==> src/rtl/imem_loader_pkg.sv <==
// Shared types and constants for the instruction-memory loader.
package imem_loader_pkg;

  typedef enum logic [1:0] {
    ST_IDLE = 2'd0,
    ST_HDR  = 2'd1,
    ST_DATA = 2'd2,
    ST_CSUM = 2'd3
  } state_t;

  localparam int unsigned HDR_BYTES      = 2;
  localparam int unsigned HDR_IDX_W      = $clog2(HDR_BYTES);
  localparam int unsigned BYTES_PER_WORD = 4;
  localparam int unsigned BYTE_IDX_W     = $clog2(BYTES_PER_WORD);
  localparam int unsigned WORD_W         = 8 * BYTES_PER_WORD;

endpackage

==> src/rtl/imem_word_packer.sv <==
// Shifts stream bytes MSB-first into a word and raises a one-cycle strobe
// on the cycle after the last byte of each word is accepted.
module imem_word_packer
  import imem_loader_pkg::*;
(
  input  logic              clk,
  input  logic              reset,
  input  logic [7:0]        i_byte,
  input  logic              i_valid,
  input  logic              i_clear,
  output logic [WORD_W-1:0] o_word,
  output logic              o_word_valid,
  output logic              o_last_byte_c
);

  logic [BYTE_IDX_W-1:0] r_idx;
  logic [WORD_W-1:0]     r_word;
  logic                  r_word_valid;

  assign o_last_byte_c = (r_idx == BYTE_IDX_W'(BYTES_PER_WORD - 1));
  assign o_word        = r_word;
  assign o_word_valid  = r_word_valid;

  always_ff @(posedge clk) begin
    if (reset) begin
      r_idx        <= '0;
      r_word       <= '0;
      r_word_valid <= 1'b0;
    end else begin
      r_word_valid <= i_valid && o_last_byte_c && !i_clear;
      if (i_clear) begin
        r_idx <= '0;
      end else if (i_valid) begin
        r_idx <= r_idx + BYTE_IDX_W'(1);
      end
      if (i_valid) begin
        r_word <= {r_word[WORD_W-9:0], i_byte};
      end
    end
  end

endmodule

==> src/rtl/imem_loader.sv <==
// Streams a length-prefixed, XOR-checksummed program into instruction memory
// while holding the CPU frozen.
module imem_loader
  import imem_loader_pkg::*;
#(
  parameter int unsigned ADDR_W         = 8,
  parameter int unsigned TIMEOUT_CYCLES = 1000000
) (
  input  logic        clk,
  input  logic        reset,
  input  logic        start,
  input  logic [7:0]  rx_data,
  input  logic        rx_valid,
  output logic        rx_ready,
  output logic        imem_we,
  output logic [31:0] imem_addr,
  output logic [31:0] imem_wdata,
  output logic        cpu_hold,
  output logic        busy,
  output logic        done,
  output logic        error,
  output logic [15:0] words_loaded
);

  localparam int unsigned DEPTH = 2 ** ADDR_W;
  localparam int unsigned TO_W  = $clog2(TIMEOUT_CYCLES + 1);

  state_t                r_state;
  state_t                w_next;
  logic [TO_W-1:0]       r_to_cnt;
  logic [HDR_IDX_W-1:0]  r_hdr_idx;
  logic [15:0]           r_n;
  logic [15:0]           r_words;
  logic [7:0]            r_csum;
  logic [31:0]           r_addr;
  logic                  r_rx_ready;
  logic                  r_busy;
  logic                  r_done;
  logic                  r_error;

  logic                  w_accept;
  logic                  w_to_hit;
  logic [15:0]           w_n;
  logic                  w_last_byte;
  logic                  w_start_load;
  logic                  w_clear;
  logic                  w_set_error;
  logic                  w_done;
  logic [WORD_W-1:0]     w_word;
  logic                  w_word_valid;

  assign w_accept = rx_valid && r_rx_ready;
  assign w_to_hit = (r_to_cnt == TO_W'(TIMEOUT_CYCLES - 1));
  assign w_n      = {r_n[7:0], rx_data};

  imem_word_packer u_packer (
    .clk           (clk),
    .reset         (reset),
    .i_byte        (rx_data),
    .i_valid       (w_accept && (r_state == ST_DATA)),
    .i_clear       (w_clear),
    .o_word        (w_word),
    .o_word_valid  (w_word_valid),
    .o_last_byte_c (w_last_byte)
  );

  always_ff @(posedge clk) begin
    if (reset) r_state <= ST_IDLE;
    else       r_state <= w_next;
  end

  // Next state and single-cycle control decisions
  always_comb begin
    w_next       = r_state;
    w_start_load = 1'b0;
    w_clear      = 1'b0;
    w_set_error  = 1'b0;
    w_done       = 1'b0;
    case (r_state)
      ST_IDLE: begin
        if (start) begin
          w_next       = ST_HDR;
          w_start_load = 1'b1;
          w_clear      = 1'b1;
        end
      end
      ST_HDR: begin
        if (w_accept && (r_hdr_idx == HDR_IDX_W'(HDR_BYTES - 1))) begin
          if (32'(w_n) > DEPTH) begin
            w_next      = ST_IDLE;
            w_set_error = 1'b1;
          end else if (w_n == 16'd0) begin
            w_next = ST_CSUM;
          end else begin
            w_next = ST_DATA;
          end
        end
      end
      ST_DATA: begin
        if (w_accept && w_last_byte && ((r_words + 16'd1) == r_n)) begin
          w_next = ST_CSUM;
        end
      end
      ST_CSUM: begin
        if (w_accept) begin
          w_next = ST_IDLE;
          if (rx_data == r_csum) w_done      = 1'b1;
          else                   w_set_error = 1'b1;
        end
      end
      default: w_next = ST_IDLE;
    endcase
    // An accepted byte always beats the idle timeout
    if ((r_state != ST_IDLE) && !w_accept && w_to_hit) begin
      w_next      = ST_IDLE;
      w_set_error = 1'b1;
      w_clear     = 1'b1;
      w_done      = 1'b0;
    end
  end

  always_ff @(posedge clk) begin
    if (reset) begin
      r_to_cnt   <= '0;
      r_hdr_idx  <= '0;
      r_n        <= '0;
      r_words    <= '0;
      r_csum     <= '0;
      r_addr     <= '0;
      r_rx_ready <= 1'b0;
      r_busy     <= 1'b0;
      r_done     <= 1'b0;
      r_error    <= 1'b0;
    end else begin
      if ((r_state == ST_IDLE) || w_accept) r_to_cnt <= '0;
      else                                  r_to_cnt <= r_to_cnt + TO_W'(1);

      if (w_start_load) begin
        r_hdr_idx <= '0;
        r_words   <= '0;
        r_csum    <= '0;
        r_error   <= 1'b0;
      end

      if (w_accept && (r_state == ST_HDR)) begin
        r_hdr_idx <= r_hdr_idx + HDR_IDX_W'(1);
        r_n       <= w_n;
      end

      if (w_accept && (r_state == ST_DATA)) begin
        r_csum <= r_csum ^ rx_data;
        if (w_last_byte) begin
          r_words <= r_words + 16'd1;
          r_addr  <= 32'({r_words[ADDR_W-1:0], 2'b00});
        end
      end

      if (w_set_error) r_error <= 1'b1;
      r_done     <= w_done;
      r_rx_ready <= (w_next != ST_IDLE);
      r_busy     <= (w_next != ST_IDLE);
    end
  end

  assign rx_ready     = r_rx_ready;
  assign busy         = r_busy;
  assign cpu_hold     = r_busy;
  assign done         = r_done;
  assign error        = r_error;
  assign words_loaded = r_words;
  assign imem_addr    = r_addr;
  assign imem_we      = w_word_valid;
  assign imem_wdata   = w_word;

endmodule

==> config.mk <==
export PLATFORM = sky130hd
export DESIGN_NAME = imem_loader
export DESIGN_NICKNAME = d
export VERILOG_FILES = /design/src/rtl/imem_loader_pkg.sv /design/src/rtl/imem_word_packer.sv /design/src/rtl/imem_loader.sv
export SDC_FILE = /design/constraint.sdc
export NUM_CORES = 1
export LEC_CHECK = 0
export CORE_UTILIZATION = 50
export DETAILED_ROUTE_END_ITERATION = 16
export PLACE_DENSITY = 0.88
export SYNTH_ARGS = -nofsm -noshare
export SYNTH_HDL_FRONTEND = slang
export SYNTH_HIERARCHICAL = 1
export SYNTH_SLANG_ARGS = --single-unit
==> constraint.sdc <==
create_clock -name clk -period 3.4 [get_ports clk]
set_input_delay 0.85 -clock clk [delete_from_list [all_inputs] [get_ports clk]]
set_output_delay 0.85 -clock clk [all_outputs]
set_load 0.05 [all_outputs]
; ---- Word-level counts from Yosys, hierarchy flattened
; Cells that the tools add are included.
[totals]
inputBits = 12
reg_bits = 109
output_inout_bits = 86
wordCells = 78
[op_classes]
reduce_logical = 24
n_mux = 26
bitwise_logic = 3
magnitude_cmp = 1
add_sub_neg = 4
n_eq_ne = 7
[op_table]
columns = operator, n
row1 = 16-bit 2-to-1 mux, 3
row2 = "20-bit by 1-bit adder with 20-bit output, second input constant", 1
row3 = "20-bit == test, second input constant", 1
row4 = "16-bit by 1-bit adder with 16-bit output, second input constant", 1
row5 = 16-bit == test, 1
row6 = "16-bit by 9-bit > comparator with 1-bit output, second input constant", 1
row7 = 16-bit zero test, 1
row8 = 8-bit 2-to-1 mux, 2
row9 = 1-bit 2-to-1 mux, 13
row10 = 2-bit 2-to-1 mux, 6
row11 = 1-bit logical AND, 10
row12 = 2-bit nonzero test, 5
row13 = 8-bit == test, 1
row14 = 2-bit case mux with 4 select lines, 1
row15 = 8-bit bitwise XOR, 1
row16 = "2-bit == test, second input constant", 3
row17 = 2-bit OR reduction, 2
row18 = 4-bit OR reduction, 1
row19 = "2-bit by 1-bit adder with 2-bit output, second input constant", 1
row20 = "2-bit by 1-bit == test with 1-bit output, second input constant", 1
row21 = 1-bit zero test, 2
row22 = 2-bit zero test, 1
row23 = 1-bit inverter, 2
row24 = 1-bit case mux with 2 select lines, 1
row25 = other kinds (3), 3

; ---- Logic depth before layout (Yosys ltp)
[logic_depth]
ltp_word = 7
depth_mapped = 11
mapped_depth_nobuf = 8

; ---- By module
; The synthesis kept the hierarchy.
[modules_own_cells]
columns = module, seq_area_each_um2, cells_per_inst, area_each_um2, n_inst
row1 = imem_loader, 1481.4, 523, 4012.6, 1
row2 = imem_word_packer, 700.7, 114, 1280.0, 1

; ---- Least setup slack after synthesis
; OpenSTA, ideal clock, no wires.
[synth_timing]
path_type = register to register
startpoint = register r_words[0], in the netlist words_loaded[0]
endpoint = register r_state[0]
stages_incl_launch_ff = 9
required_ns = 3.341
setup_time_ns = 0.059
synth_period_minus_slack_ns = 2.286
arrival_ns = 2.228
path_slack_ns = 1.114
path_buffers = 1
path_cell_list = dfxtp_1 > ha_1 > buf_6 > nand3b_1 > a221oi_2 > a21oi_1 > a2111o_1 > nor4_1 > a31o_1
[synth_between]
elab_chain_len = 6
[synth_lines]
columns = element, line_no
row1 = start: declaration, imem_loader.sv:33  ; logic [15:0] r_words;
row2 = start signal: assignment, imem_loader.sv:153  ; r_words <= r_words + 16'd1;
row3 = 16-bit by 1-bit adder with 16-bit output, imem_loader.sv:100  ; if (w_accept && w_last_byte && ((r_words + 16'd1) == r_n)) begin
row4 = 16-bit == test, imem_loader.sv:100
row5 = 1-bit logical AND, imem_loader.sv:100
row6 = 2-bit 2-to-1 mux, imem_loader.sv:100
row7 = 2-bit case mux with 4 select lines, imem_loader.sv:79  ; case (r_state)
row8 = 2-bit 2-to-1 mux, imem_loader.sv:114  ; if ((r_state != ST_IDLE) && !w_accept && w_to_hit) begin
row9 = end signal: assignment, imem_loader.sv:69  ; else r_state <= w_next;
row10 = end: declaration, imem_loader.sv:28  ; state_t r_state;
; Every way passes these cells.
; A chain may end at the register's enable or synchronous reset.

; ---- Worst setup path in the final report
[layout_timing]
startpoint = register r_words[2], in the netlist words_loaded[2]
endpoint = output port words_loaded[2]
[layout_lines]
columns = element, line_no
row1 = end: declaration, imem_loader.sv:22  ; output logic [15:0] words_loaded
; No word-level cell between the ends.

==> flow_metrics.env <==
export IMPL_drc=0
export IMPL_timing_hold_ws_ps=469
export IMPL_rrSetupSlack_ps=1010
export IMPL_globalplace_congestion=0.927
export IMPL_synth_area_mm2=0.00529
export IMPL_holdCritPathClass="reg -> reg"
export IMPL_ys_seq_area_share_pct=41.2
export IMPL_clock_path_buffers=2
export IMPL_cap_viol_max_count=0
export IMPL_rsz0062_at_grt="false"
export IMPL_grt_max_degree=51
export IMPL_async_reset_ff_share_pct=0
export IMPL_cts_max_level=3
export IMPL_r2r_start="words_loaded[2]$_SDFF_PP0_"
export IMPL_crit_path_max_incr_delay_ps=910
export IMPL_clock_latency_ps=390
export IMPL_fillCellCount=904
export IMPL_drtPass1Iterations=5
export IMPL_synth_seq_cells=109
export IMPL_hold_start="imem_addr[2]$_SDFFE_PP0P_"
export IMPL_setup_viol=0
export IMPL_slew_headroom_pct=54.4
export IMPL_worst_path_buf_inv=1
export IMPL_wl_um=11800
export IMPL_dpl_cell_area_mm2=0.00586
export IMPL_endpoint_kind="primary output"
export IMPL_postCtsSetupBuffers=0
export IMPL_dp_cells=808
export IMPL_cp_cell_sequence="clkdlybuf4s50_1"
export IMPL_antenna_diode_count=0
export IMPL_dp_hpwl_um=8300
export IMPL_via_per_inst=5.56
export IMPL_final_cell_mix="dfxtp_1, nor2_1, nand2_1, clkdlybuf4s50_1, a21oi_1"
export IMPL_gr_total_overflow=0
export IMPL_dieArea_mm2=0.0110
export IMPL_whs_path_depth=2
export IMPL_power_density_mw_per_mm2=387
export IMPL_leakage_nw=2.06
export IMPL_portBuffers=73
export IMPL_critPathKind="reg -> out"
export IMPL_synth_cell_type_count=55
export IMPL_synthCells=637
export IMPL_start_util_pct=51.5
export IMPL_skew_ps=12.1
export IMPL_area_growth_pct=14.6
export IMPL_path_clk_slew_ps=110
export IMPL_critical_path_peak_fanout=16
export IMPL_numCtsBuffers=9
export IMPL_antenna_left=0
export IMPL_track_usage_pct=22.0
export IMPL_postCtsHoldBufs=0
export IMPL_drt_iter0_drc=322
export IMPL_post_route_period_util_pct=83.1
export IMPL_final_common_cell="dfxtp_1"
export IMPL_cts_sinks=109
export IMPL_status="complete, no violations"
export IMPL_fin_tns_setup_ps=0
export IMPL_synth_flop_cell="dfxtp_1"
export IMPL_routedWlPerCell_um=14.3
export IMPL_final_cells=824
export IMPL_start_kind="register"
export IMPL_finalHoldViolCount=0
export IMPL_fin_crit_ps=2830
export IMPL_stdcell_area_mm2=0.00606
export IMPL_slowest_stage="clkdlybuf4s50_1"
export IMPL_die_w_um=105
export IMPL_drive_above_1_share_pct=5.09
export IMPL_ir_drop_uv=267
export IMPL_antenna_found_initial=0
export IMPL_nets=698
export IMPL_grt_pass1_vias=4273
export IMPL_ios=98
export IMPL_yosysWarnings=6
export IMPL_report_final_slew_viol_count=0
export IMPL_cts_resized=0
export IMPL_holdPathEnd="imem_addr[2]$_SDFFE_PP0P_"
export IMPL_placeableCoreArea_mm2=0.0103
export IMPL_row_count=37
export IMPL_fmax_mhz=354
export IMPL_synth_edf_count=0
export IMPL_avgSynthCellArea_um2=8.31
export IMPL_die_height_um=105
export IMPL_cts_root_buf="clkbuf_8"
export IMPL_r2r_worst_path_cells=6
export IMPL_critPathArrivalTime_ps=1980
export IMPL_dr_total_vias=4578
export IMPL_cp_top_family="buffers and inverters"
export IMPL_regToRegEndpoint="r_state[0]$_SDFF_PP0_"
export IMPL_tightestPinTransition_ps=684
export IMPL_cts_tree="yes"
export IMPL_grt_first_pass_wirelength_um=19900
export IMPL_cp_required_ps=2550
[flip-flops by register name, summed over array words and instances (netlist names)]
name,cells
u_packer/o_word,32
r_to_cnt,20
r_n,16
words_loaded,16
imem_addr,8
r_csum,8
r_state,2
u_packer/r_idx,2
busy,1
done,1
error,1
r_hdr_idx,1
u_packer/o_word_valid,1
[per-stage QoR]
step	setup slack, ps	utilization [%]	total power, mW
2_1_floorplan	1110	-	1.56
6_report	574	59.0	2.35
3_3_place_gp	594	57.0	1.58
5_1_grt	510	59.0	2.43
3_5_place_dp	488	57.0	1.59
4_1_cts	581	59.0	2.35
[power breakdown]
part / total, mW / switching (mW) / internal [mW]
Sequential: 1.31 / 0.0226 / 1.29
Clock: 0.786 / 0.492 / 0.293
Combinational: 0.247 / 0.184 / 0.0632
[cells in the mapped netlist (2+ instances only)]
cell type,instances,area share (%)
dfxtp_1,109,41
nor2_1,87,6.2
nand2_1,80,5.7
a21oi_1,48,4.5
mux2i_1,34,6.4
buf_4,29,4.1
o21ai_0,23,2.2
xnor2_1,20,3.3
clkbuf_1,19,1.3
nand3_1,19,1.8
xor2_1,16,2.6
nor3_1,14,1.3
nor2b_1,12,1.4
nor4_1,12,1.4
buf_2,11,1.0
inv_1,11,0.78
a22oi_1,8,1.1
nand4_1,8,0.95
or3_1,8,0.95
and3_1,6,0.71
a311oi_1,5,0.83
a31oi_1,5,0.59
and2_1,5,0.59
buf_6,4,0.85
a211oi_1,3,0.43
buf_12,3,1.1
ha_1,3,0.71
o22ai_1,3,0.35
or2_2,3,0.35
a21boi_0,2,0.28
nor4b_1,2,0.33
o311ai_0,2,0.33
[layout make-up]
| type | count | area [µm²] | share of cell area (%) |
|---|---|---|---|
| multi-input cells | 473 | 2700 | 44.6 |
| flip-flops and latches | 109 | 2180 | 36.0 |
| repair buffers | 78 | 763 | 12.6 |
| well taps | 136 | 170 | 2.81 |
| clock buffers | 9 | 124 | 2.04 |
| clock inverters | 7 | 76.3 | 1.26 |
| inverters | 12 | 45.0 | 0.743 |
[worst max-delay path by stage]
stage / start / to / slack (ps) / depth (start not counted)
after floorplan: words_loaded[0]$_SDFF_PP0_ / r_state[0]$_SDFF_PP0_ / 1110 / 8
after global placement: rx_valid / u_packer/o_word[19]$_SDFFE_PP0P_ / 590 / 7
after detailed placement: rx_valid / u_packer/r_idx[1]$_SDFFE_PP0P_ / 490 / 7
after CTS: words_loaded[2]$_SDFF_PP0_ / words_loaded[2] / 580 / 1
after global routing: words_loaded[2]$_SDFF_PP0_ / words_loaded[2] / 510 / 1
final: words_loaded[2]$_SDFF_PP0_ / words_loaded[2] / 570 / 1
[worst min-delay path, delay by kind of cell, from the launching register on]
family,cells,cell delay [ps]
and+or+nand+nor,1,50
DFF,1,330
AOI/OAI and AO/OA,1,50
[routing by layer]
| metal | up-vias | track usage, % | wire length, µm |
|---|---|---|---|
| met5 | - | 0 | 0 |
| met2 | 202 | 38.2 | 6010 |
| li1 | 2221 | - | - |
| met1 | 2125 | 26.3 | 4750 |
| met3 | 30 | 4.18 | 767 |
| met4 | 0 | 9.76 | 284 |
[logic make-up after synthesis]
| logic type | after synthesis | synth area share, % |
|---|---|---|
| XOR/XNOR | 36 | 5.96 |
| buffers and inverters | 78 | 9.34 |
| AND/OR/NAND/NOR | 268 | 23.9 |
| flip-flops | 109 | 41.2 |
| other | 1 | 0.0709 |
| AO/OA/AOI/OAI | 108 | 12.3 |
| adder cells (fa/ha/maj) | 3 | 0.709 |
| multiplexers | 34 | 6.43 |
No activity file was read; power rests on OpenSTA's default activity.
